--- src/rtl/game_state_fsm.sv ---
// game_state_fsm: round sequencer for the stickman runner. It steps through the
// waiting, playing and win/lose phases, counts collected coins and holds each
// result screen for a fixed number of frame ticks. Status is one-hot
// {waiting, playing, win, lose}.
`timescale 1ns/1ps
module game_state_fsm #(
  parameter int unsigned COIN_GOAL     = 10,
  parameter int unsigned RESULT_FRAMES = 180
) (
  input  logic       Clk,
  input  logic       Reset,
  input  logic       frame_clk,
  input  logic       start_key,
  input  logic       coin_hit,
  input  logic       stickman_dead,
  output logic [3:0] status,
  output logic [7:0] score,
  output logic       game_rst
);

  localparam logic [7:0] GOAL       = 8'(COIN_GOAL);
  localparam logic [9:0] LAST_FRAME = 10'(RESULT_FRAMES - 1);

  // PREWAIT and WAIT both show as waiting. PREWAIT requires the start key to be
  // released for one tick, so a key held through a result screen cannot start
  // the next round by itself.
  typedef enum logic [2:0] {
    S_PREWAIT = 3'd0,
    S_WAIT    = 3'd1,
    S_PLAY    = 3'd2,
    S_WIN     = 3'd3,
    S_LOSE    = 3'd4
  } state_t;

  state_t     state;
  state_t     state_next;
  logic       fsync1;
  logic       fsync2;
  logic       fsync3;
  logic       tick;
  logic       coin_d;
  logic       coin_rise;
  logic [7:0] score_next;
  logic [9:0] frame_cnt;
  logic [9:0] frame_cnt_next;
  logic       game_rst_next;
  logic [3:0] status_next;

  // Bring frame_clk into the Clk domain and turn its rising edge into a one-cycle
  // tick; also register coin_hit rising edges so a long overlap counts once.
  always_ff @(posedge Clk or negedge Reset) begin
    if (!Reset) begin
      fsync1    <= 1'b0;
      fsync2    <= 1'b0;
      fsync3    <= 1'b0;
      tick      <= 1'b0;
      coin_d    <= 1'b0;
      coin_rise <= 1'b0;
    end else begin
      fsync1    <= frame_clk;
      fsync2    <= fsync1;
      fsync3    <= fsync2;
      tick      <= fsync2 & ~fsync3;
      coin_d    <= coin_hit;
      coin_rise <= coin_hit & ~coin_d;
    end
  end

  // Next state, score, result-screen counter, restart pulse and status decode.
  always_comb begin
    state_next     = state;
    score_next     = score;
    frame_cnt_next = frame_cnt;
    game_rst_next  = 1'b0;
    case (state)
      S_PREWAIT: begin
        if (tick && !start_key) state_next = S_WAIT;
      end
      S_WAIT: begin
        if (tick && start_key) begin
          state_next    = S_PLAY;
          score_next    = '0;
          game_rst_next = 1'b1;
        end
      end
      S_PLAY: begin
        if (coin_rise && (score != 8'hFF)) score_next = score + 8'd1;
        // The win test looks at the registered score, so WIN shows one cycle
        // after the goal is reached; a death in that same cycle still wins out.
        if (stickman_dead) begin
          state_next     = S_LOSE;
          frame_cnt_next = '0;
        end else if (score == GOAL) begin
          state_next     = S_WIN;
          frame_cnt_next = '0;
        end
      end
      S_WIN, S_LOSE: begin
        if (tick) begin
          if (frame_cnt == LAST_FRAME) begin
            state_next     = S_PREWAIT;
            frame_cnt_next = '0;
          end else begin
            frame_cnt_next = frame_cnt + 10'd1;
          end
        end
      end
      default: begin
        state_next     = S_PREWAIT;
        frame_cnt_next = '0;
      end
    endcase

    case (state_next)
      S_PLAY:  status_next = 4'b0100;
      S_WIN:   status_next = 4'b0010;
      S_LOSE:  status_next = 4'b0001;
      default: status_next = 4'b1000;
    endcase
  end

  // Registered state and outputs; status is decoded from the next state so it
  // is a flop output aligned with the state register.
  always_ff @(posedge Clk or negedge Reset) begin
    if (!Reset) begin
      state     <= S_PREWAIT;
      status    <= 4'b1000;
      score     <= '0;
      frame_cnt <= '0;
      game_rst  <= 1'b0;
    end else begin
      state     <= state_next;
      status    <= status_next;
      score     <= score_next;
      frame_cnt <= frame_cnt_next;
      game_rst  <= game_rst_next;
    end
  end

endmodule

--- config.mk ---
export PLATFORM = sky130hd
export DESIGN_NAME = game_state_fsm
export DESIGN_NICKNAME = d
export VERILOG_FILES = /design/src/rtl/game_state_fsm.sv
export SDC_FILE = /design/constraint.sdc
export NUM_CORES = 1
export LEC_CHECK = 0
export BUFFER_PORTS_ARGS = -buffer_cell sky130_fd_sc_hd__buf_2
export CAP_MARGIN = 20
export CORE_ASPECT_RATIO = 1.5
export CORE_MARGIN = 3
export CORE_UTILIZATION = 45
export CTS_BUF_LIST = sky130_fd_sc_hd__clkbuf_2 sky130_fd_sc_hd__clkbuf_4 sky130_fd_sc_hd__clkbuf_8
export CTS_CLUSTER_DIAMETER = 60
export DETAILED_ROUTE_END_ITERATION = 8
export PLACE_DENSITY_LB_ADDON = 0.1
export RECOVER_POWER = 25
export SYNTH_ARGS = -nofsm -noshare
export SYNTH_HDL_FRONTEND = slang
export SYNTH_SLANG_ARGS = --single-unit
--- constraint.sdc ---
create_clock -name Clk -period 2.8 [get_ports Clk]
set_input_delay 0 -clock Clk [delete_from_list [all_inputs] [get_ports Clk]]
set_output_delay 0 -clock Clk [all_outputs]
set_load 0.03 [all_outputs]
* After elaboration in Yosys (flattened, before gate mapping)
Index checks and enable logic that the tools add are counted.
** Word-level totals
- Register bits after elaboration :: 32
- Latch bits :: 0
- RAM bits :: 0
- Memory bits (read-only) :: 0
- Input port bits :: 6
- Output and inout bits :: 13
- Word-level logic and storage cells :: 60
- Memories kept :: 0
** Cells by class
- Add/sub/neg operators :: 2
- Multiply operators :: 0
- Div/mod/pow operators :: 0
- $lt $le $gt $ge :: 0
- Equality and inequality tests :: 14
- Shifts and indexed selects :: 0
- Multiplexer cells :: 18
- Bitwise operators :: 5
- Reduce and logical (&&, ||, !) cells :: 10
** Operator list (number)
- 10-bit 2-to-1 mux :: 4
- 10-bit case mux with 3 select lines :: 1
- 3-bit 2-to-1 mux :: 6
- 8-bit 2-to-1 mux :: 2
- 8-bit case mux with 2 select lines :: 1
- 3-bit by 2-bit == test with 1-bit output (second input constant) :: 4
- 3-bit case mux with 4 select lines :: 1
- 4-bit case mux with 3 select lines :: 1
- 10-bit by 1-bit adder with 10-bit output (second input constant) :: 1
- 10-bit by 8-bit == test with 1-bit output (second input constant) :: 1
- 8-bit by 1-bit adder with 8-bit output (second input constant) :: 1
- 8-bit by 4-bit == test with 1-bit output (second input constant) :: 1
- 8-bit inequality test (second input constant) :: 1
- 3-bit == test (second input constant) :: 2
- 2-bit inequality test (second input constant) :: 3
- 3-bit AND reduction :: 2
- 2-bit OR reduction :: 2
- 3-bit by 1-bit == test with 1-bit output (second input constant) :: 1
- 1-bit logical AND :: 3
- 3-bit zero test :: 1
- 3-bit inequality test (second input constant) :: 1
- 1-bit inverter :: 3
- 1-bit bitwise AND :: 2
- 1-bit 2-to-1 mux :: 2
- 2 further kinds :: 2

* Longest topological paths before layout
Gate-level depths: netlist of run 1.
- Depth after elaboration :: 6
- Gate-level depth with buffers :: 8

* Least setup slack after synthesis of run 1
Ideal clock, no wire load.
- Path kind :: register -> register
- From :: register score[1]
- To :: register frame_cnt[8]
- Setup time :: 83 ps
- Arrival time :: 2062 ps
- Data required time :: 2717 ps
- Slack :: 655 ps
- Cell stages (with the launch flop) :: 8
- Path buffers :: 1
- Cell sequence :: dfrtp_1 > ha_1 > and3b_1 > a211oi_1 > or3_1 > buf_6 > or4_1 > o21ai_0
** Between the ends
- Longest elaborated chain between the ends :: 3
** RTL lines
- start, declared :: RTL line 17 : output logic [7:0] score,
- start signal, assigned :: RTL line 134 : score <= score_next;
- 8-bit by 4-bit == test with 1-bit output :: RTL line 93 : end else if (score == GOAL) begin
- 3-bit inequality test (no source line)
- 3-bit AND reduction (no source line)
- end signal, assigned :: RTL line 135 : frame_cnt <= frame_cnt_next;
- end, declared :: RTL line 44 : logic [9:0] frame_cnt;
Every way passes these cells.
A chain may end at the register's enable or synchronous reset.

* Final worst setup path of run 1
- From :: register state[0]
- To :: register frame_cnt[2]
** Between the ends
- Longest elaborated chain between the ends :: 4
- Elaborated cells between the ends (all ways) :: 12
- Those cells by class :: 6 x eq/ne; 1 x mux; 1 x bitwise; 4 x reduce/logical
** RTL lines
- start, declared :: RTL line 35 : state_t state;
- start signal, assigned :: RTL line 132 : state <= state_next;
- 3-bit by 2-bit == test with 1-bit output (tied with other cells) :: RTL line 75 : case (state)
- 2-bit OR reduction, on equally long branches
- 2-bit inequality test (no source line) or 1-bit inverter (tied branches)
- 3-bit AND reduction (no source line)
Parallel ways exist; a longest one is shown, timed or not.

==> flow_metrics.tcl, run 1 <==
set metrics [dict create \
    fp.coreArea_um2 3190 \
    yosys.area.top_type_share_pct 50.9 \
    post-cts-setup-buffers 0 \
    ys.flop_type "dfrtp_1" \
    slew_headroom_pct -11.7 \
    pin_count 19 \
    cts_buffers 5 \
    synth.cell_area_um2 1520 \
    cts-htree-levels 2 \
    async_reset_ff_share_pct 100 \
    firstDrtPassIters 4 \
    place.gp.congestion 0.807 \
    final_common_cell "dfrtp_1" \
    io_buffers 18 \
    drive_gt1_share_pct 14.7 \
    wl_per_cell_um 14.9 \
    powerDensity_nw_per_um2 560 \
    dieWidth_um 53.5 \
    drc 0 \
    final_cell_mix "dfrtp_1 (31), nand2_1 (14), buf_2 (13), o21ai_0 (12), nor2_1 (11)" \
    sw_frac_of_total_pct 25.1 \
    peakVddDrop_mv 0.420 \
    yosys.area.top_type "dfrtp_1" \
    dp.cells 206 \
    final_area_um2 1760 \
    wirelength_um 3230 \
    crit_arrival_ns 2.42 \
    power_frac_comb_pct 8.7 \
    clockBufferDepth 2 \
    period_needed_ns 2.25 \
    cp.required_ns 2.97 \
    ys_seq_elements 32 \
    dieArea_um2 4140 \
    start_kind "flip-flop" \
    place_area_um2 1640 \
    finalNonFillerCells 217 \
    max-cap-violations 1 \
    drt_iter0_markers 40 \
    clk_pin_slew_worst_paths_ns 0.07 \
    synth_edf_count 0 \
    nNetsFinal 185 \
    violations "max-capacitance violations, max-slew violations" \
    finClkSkew_ns 0.00566 \
    rsz0062_at_grt "no" \
    gr-usage-all-layers_pct 18.2 \
    status "finished, violations left" \
    multi_input_area_um2 677 \
    ys_warn_count 0 \
    final-setup-viol-count 0 \
    cts_sinks 32 \
    vias 1264 \
    antenna_found_initial 0 \
    path_class "flip-flop to flip-flop" \
    fmax_ghz 0.444 \
    power_switching_w 0.000247 \
    leakage_nw 0.794 \
    initial_core_util_pct 47.8 \
    syn_to_final_growth_pct 15.4 \
    p_int_w 0.000737 \
    slew_viol_final 33 \
    insertion_delay_ns 0.28 \
    cts_root_buf "clkbuf_8" \
    yosys-top-cells-area "dfrtp_1 (51%), o21ai_0 (3.9%), nand2_1 (3.4%)" \
    synthCells 152 \
    ff_latch_area_um2 802 \
    avgSynthCellArea_um2 10.0 \
    grt_max_degree 33 \
    cts_tree "yes" \
    routed_via_density 5.82 \
    grt_pass1_wl_um 5620 \
    fin_crit_sh_pct 80.5 \
    die_h_um 77.3 \
    insertedDiodeCount 0 \
    synth.yosys.seq_area_share_pct 52.6 \
    power_frac_clock_pct 36.9 \
    power_frac_seq_pct 54.4 \
    hold_path.class "input port to flip-flop" \
    synth.distinct_cells 40 \
    worst_setup_path_end_kind "flip-flop" \
    syn_nets 161 \
    fillCellCount 294 \
    hold_viol_final 0 \
    dp_hpwl_um 2310 \
    tightest_slew_ns 1.67 \
    setup-tns-final_ns 0 \
    grt_pass1_vias 1206 \
    overflow 0 \
    row_count 25 \
    critPathMaxFanout 13 \
    ant_nets 0 \
]
critical path: stages (launching register included):
cell      delay, ns
dfrtp_1        0.50
or3b_2         0.52
a211oi_1       0.36
or3_1          0.37
nor2_1         0.15
a22o_1         0.25
worst paths after layout:
| check | depth (start not counted) | end | start | slack, ns |
|---|---|---|---|---|
| worst max-delay path | 5 | frame_cnt[2] | state[0] | 0.55 |
| worst min-delay path | 3 | state[2] | stickman_dead | 0.03 |
| worst max register to register | 5 | frame_cnt[2] | state[0] | 0.55 |
| worst min register to register | 0 | fsync2 | fsync1 | 0.35 |
| max in group asynchronous | 2 | state[0] | Reset | 1.14 |
| min in group asynchronous | 2 | score[4] | Reset | 0.68 |
cell usage after synthesis, drive strengths merged (2+ instances only):
master   number
nand2b        2
nor2b         5
nand2        14
o21ai        12
and3          2
a21oi         8
nor4          2
nor2         11
ha            3
nand3        10
a22o          4
a2bb2oi       3
nor3b         2
nor3          4
buf           3
dfrtp        31
o211ai        2
xnor2         2
nand4         2
or3           4
inv           5
o31ai         4
or2           2
area by class of cell:
type	count	area share (%)
sequential	32	45.6
clock buffer	6	4.70
inverter	6	1.28
timing repair buffer	21	6.48
clock inverter	2	0.569
tap	40	2.85
multi-input combinational	110	38.5
cell families after synthesis:
| kind of cell | synth area share [%] |
|---|---|
| and+or+nand+nor | 23.3 |
| AOI/OAI and AO/OA | 17.5 |
| DFF | 52.6 |
| buffers and inverters | 2.96 |
| adders and majority gates | 2.46 |
| xor gates and xnor gates | 1.15 |
power groups by stage:
stage / clock, W / combinational, W / sequential, W
after floorplan: 0 / 0.0000599 / 0.000530
after global placement: 0 / 0.0000792 / 0.000541
after detailed placement: 0 / 0.0000841 / 0.000542
after global routing: 0.000396 / 0.0000994 / 0.000540
after CTS: 0.000376 / 0.0000870 / 0.000534
final: 0.000363 / 0.0000859 / 0.000535
sequential cells by signal (all words and copies together), names as in the netlist, 3 cells and up:
signal	cells
frame_cnt	10
score	8
state	3
status	4
per-layer routing:
metal | global-route usage, % | up-vias | wire length [µm]
li1 | - | 608 | -
met1 | 21.5 | 621 | 1400
met2 | 29.7 | 26 | 1630
met3 | 4.85 | 9 | 122
met4 | 8.18 | 0 | 75
met5 | 0 | - | 0
timing repair:
item                      in CTS  in global routing
hold buffers                   3                  0
hold endpoints to repair      34                  0
gates resized for setup        0                  0
through the flow:
stage          hold WS, ns  total power [W]  utilization (%)  setup WS, ns
4_1_cts             0.0236         0.000997             55.3         0.573
2_1_floorplan       -0.296         0.000590                -         0.655
6_report            0.0334         0.000984             55.1         0.547
5_1_grt             0.0524          0.00103             55.1         0.356
3_5_place_dp        0.0870         0.000626             51.5         0.561
3_3_place_gp        0.0801         0.000621             51.5         0.660
(Power assumes the default switching activity.)
==> run 2: changes to the inputs <==
--- a/config.mk
+++ b/config.mk
@@ -5,6 +5,7 @@
 export SDC_FILE = /design/constraint.sdc
 export NUM_CORES = 1
 export LEC_CHECK = 0
+export ABC_AREA = 1
 export BUFFER_PORTS_ARGS = -buffer_cell sky130_fd_sc_hd__buf_2
 export CAP_MARGIN = 20
 export CORE_ASPECT_RATIO = 1.5
==> constraint.sdc (replaced) <==
create_clock -name Clk -period 2.14 [get_ports Clk]
set_input_delay 0 -clock Clk [delete_from_list [all_inputs] [get_ports Clk]]
set_output_delay 0 -clock Clk [all_outputs]
set_load 0.03 [all_outputs]
==> run 2 against run 1 <==
The flow now finishes without violations. Combinational power rose to 7.1 times the previous value. Clock skew rose by 0.0048 ns. Setup slack got worse by 0.095 ns. Final cell count rose by 38%. Largest cell class is now multi-input combinational cells. Cell area rose by 13%. Via count rose by 19%. Count of clock-buffer cells in the layout did not move. Wire length rose by 17%. Synthesized area rose by 15%. Critical path type unchanged. Global-route usage fell by 0.29 points. First-iteration DRC count rose by 78%. Highest routed layer unchanged. Die area rose by 14%.
==> flow_metrics.tcl, run 2 <==
set metrics [dict create \
    io_buffers 18 \
    max_stage_delay_ns 0.47 \
    cp_common_cell "nand2_1" \
    cts_tree "yes" \
    period_needed_ns 1.69 \
    antenna_found_initial 0 \
    insertion_delay_ns 0.29 \
    vias 1501 \
    crit_family "simple AND/OR/NAND/NOR gates" \
    synthTopCellsByCount "nand2_1 (72), dfrtp_1 (31), nor2_1 (31)" \
    synth.yosys.seq_area_share_pct 45.7 \
    hp-start "stickman_dead" \
    cts_sinks 32 \
    clk_pin_slew_worst_paths_ns 0.07 \
    tightest_slew_ns 0.717 \
    finClkSkew_ns 0.0104 \
    gr-usage-all-layers_pct 17.9 \
    drc 0 \
    wl_per_cell_um 12.6 \
    drive_gt1_share_pct 14.5 \
    dp_hpwl_um 2830 \
    grt_pass1_vias 1398 \
    worstReg2RegStart "frame_cnt[0]" \
    rsz0062_at_grt "no" \
    largestRegisters "frame_cnt x10, score x8, status x4" \
    cts_buffers 5 \
    yosys.area.top_type_share_pct 44.2 \
    powerDensity_nw_per_um2 948 \
    cp_num_buf_inv 0 \
    row_count 27 \
    fillCellCount 381 \
    grt_use_met2_pct 34.4 \
    power_frac_clock_pct 26.0 \
    initial_core_util_pct 47.2 \
    fmax_ghz 0.592 \
    final_cell_mix "nand2_1 (72), nor2_1 (31), dfrtp_1 (31), nand3_1 (28), inv_1 (22)" \
    yosys-top-cells-area "dfrtp_1 (44%), nand2_1 (15%), nand3_1 (8.0%)" \
    ys_seq_elements 32 \
    cts.repair.resized 0 \
    fin_crit_sh_pct 78.9 \
    max-cap-violations 0 \
    place.gp.congestion 0.894 \
    insertedDiodeCount 0 \
    syn_nets 239 \
    yosys.area.top_type "dfrtp_1" \
    setup-tns-final_ns 0 \
    final_common_cell "nand2_1" \
    largest_reg_flops 10 \
    fp.coreArea_um2 3720 \
    synth_edf_count 0 \
    cp.required_ns 2.36 \
    grt_max_degree 33 \
    cts-htree-levels 2 \
    top_register "frame_cnt" \
    power_frac_seq_pct 41.7 \
    hold_path.class "input port to flip-flop" \
    grt_use_met1_pct 18.3 \
    synth.distinct_cells 27 \
    path_class "flip-flop to flip-flop" \
    rrSetupSlack_ns 0.45 \
    final-setup-viol-count 0 \
    p_int_w 0.00112 \
    dp.cells 288 \
    routed_via_density 5.02 \
    async_reset_ff_share_pct 100 \
    avgSynthCellArea_um2 7.63 \
    status "finished clean" \
    firstDrtPassIters 4 \
    crit_arrival_ns 1.90 \
    clockBufferDepth 2 \
    critPathMaxFanout 8 \
    ys_warn_count 0 \
    synthCells 230 \
    grt_pass1_wl_um 6300 \
    syn_to_final_growth_pct 13.5 \
    postLayoutCoreUtil_pct 53.6 \
    dieArea_um2 4700 \
    nNetsFinal 264 \
    drt_iter0_markers 71 \
    die_h_um 82.5 \
    worst_setup_path_end_kind "flip-flop" \
    sw_frac_of_total_pct 40.5 \
    path_cells "ha_1 -> nor3b_1 -> nand4_1 -> nand2_1 -> nand2_1 -> nor2_1" \
    ant_nets 0 \
    power_frac_comb_pct 32.3 \
    busiest_layer "met2" \
    cts_root_buf "clkbuf_8" \
    pin_count 19 \
    power_switching_w 0.000765 \
    synth_most_common_cell "nand2_1" \
    slew_headroom_pct 52.2 \
    peakVddDrop_mv 0.604 \
    dieWidth_um 57.0 \
    slew_viol_final 0 \
    wirelength_um 3760 \
    crit_slowest_cell "dfrtp_1" \
    overflow 0 \
    hold_viol_final 0 \
    ys.flop_type "dfrtp_1" \
    use_met3_pct 3.27 \
    finalNonFillerCells 299 \
    leakage_nw 1.02 \
    synth.cell_area_um2 1750 \
    cp-startpoint "frame_cnt[0]" \
    start_kind "flip-flop" \
]
==> run 2: cell count changes after synthesis, sizes merged, moves of 3 or more <==
| cell | before | now |
|---|---|---|
| or3 | 4 | 0 |
| nand2 | 14 | 74 |
| nand4 | 2 | 6 |
| xor2 | 0 | 3 |
| nand3 | 10 | 31 |
| o21ai | 12 | 8 |
| a21oi | 8 | 3 |
| nor2b | 5 | 0 |
| a22o | 4 | 0 |
| inv | 5 | 24 |
| a2bb2oi | 3 | 0 |
| o31ai | 4 | 0 |
| nor2 | 11 | 35 |
==> run 2: worst register-to-register path, stage by stage (launching register included) <==
cell	delay [ns]
dfrtp_1	0.47
ha_1	0.27
nor3b_1	0.26
nand4_1	0.22
nand2_1	0.17
nand2_1	0.08
nor2_1	0.14
==> run 2: logic make-up (layout without fill, tap and decap cells) <==
family,count (synthesis),after routing,synth area share (%)
AND/OR/NAND/NOR,152,152,39.2
flip-flops,32,32,45.7
buffers and inverters,27,53,6.85
AO/OA/AOI/OAI,11,11,3.57
XOR/XNOR,5,5,2.50
adder cells (fa/ha/maj),3,3,2.14
==> run 2: final timing paths <==
path                           endpoint  cells past startpoint
max in group asynchronous  frame_cnt[7]                      2
min reg2reg                      fsync2                      0
max                           status[3]                      6
min in group asynchronous     status[2]                      2
max reg2reg                   status[3]                      6
min                           status[0]                      3
==> run 2: metrics by stage <==
step	total power [W]	instance area, µm²	hold slack [ns]	worst slack, ns
after floorplan	0.00126	1750	-0.296	0.605
after global placement	0.00141	1870	0.0932	0.522
after detailed placement	0.00141	1870	0.0991	0.460
after CTS	0.00192	2000	0.00576	0.449
after global routing	0.00203	1990	0.0274	0.334
final	0.00189	1990	0.0181	0.452
==> run 2: power groups by stage <==
stage               registers (W)  logic (W)  clock network, W
floorplan                0.000874   0.000391                 0
CTS                      0.000786   0.000623          0.000513
finish                   0.000787   0.000610          0.000490
global placement         0.000794   0.000620                 0
global route             0.000802   0.000692          0.000533
detailed placement       0.000797   0.000616                 0
==> run 2: layout make-up <==
type | count | area (µm²) | share of cell area (%)
Clock buffer | 6 | 82.6 | 4.15
Tap cell | 43 | 53.8 | 2.70
Sequential cell | 32 | 802 | 40.3
Timing Repair Buffer | 21 | 115 | 5.78
Clock inverter | 2 | 15.0 | 0.754
Multi-Input combinational cell | 171 | 832 | 41.8
Inverter | 24 | 90.1 | 4.53
==> run 2: layer usage <==
metal,wire length (µm),part of all wire [%]
met1,1500,40
met2,2100,56
met3,84,2.2
met4,74,2.0
met5,0,0
==> run 2: repair_timing <==
item	in CTS	in global routing
buffers inserted	0	0
hold endpoints to repair	34	0
hold buffers	3	0
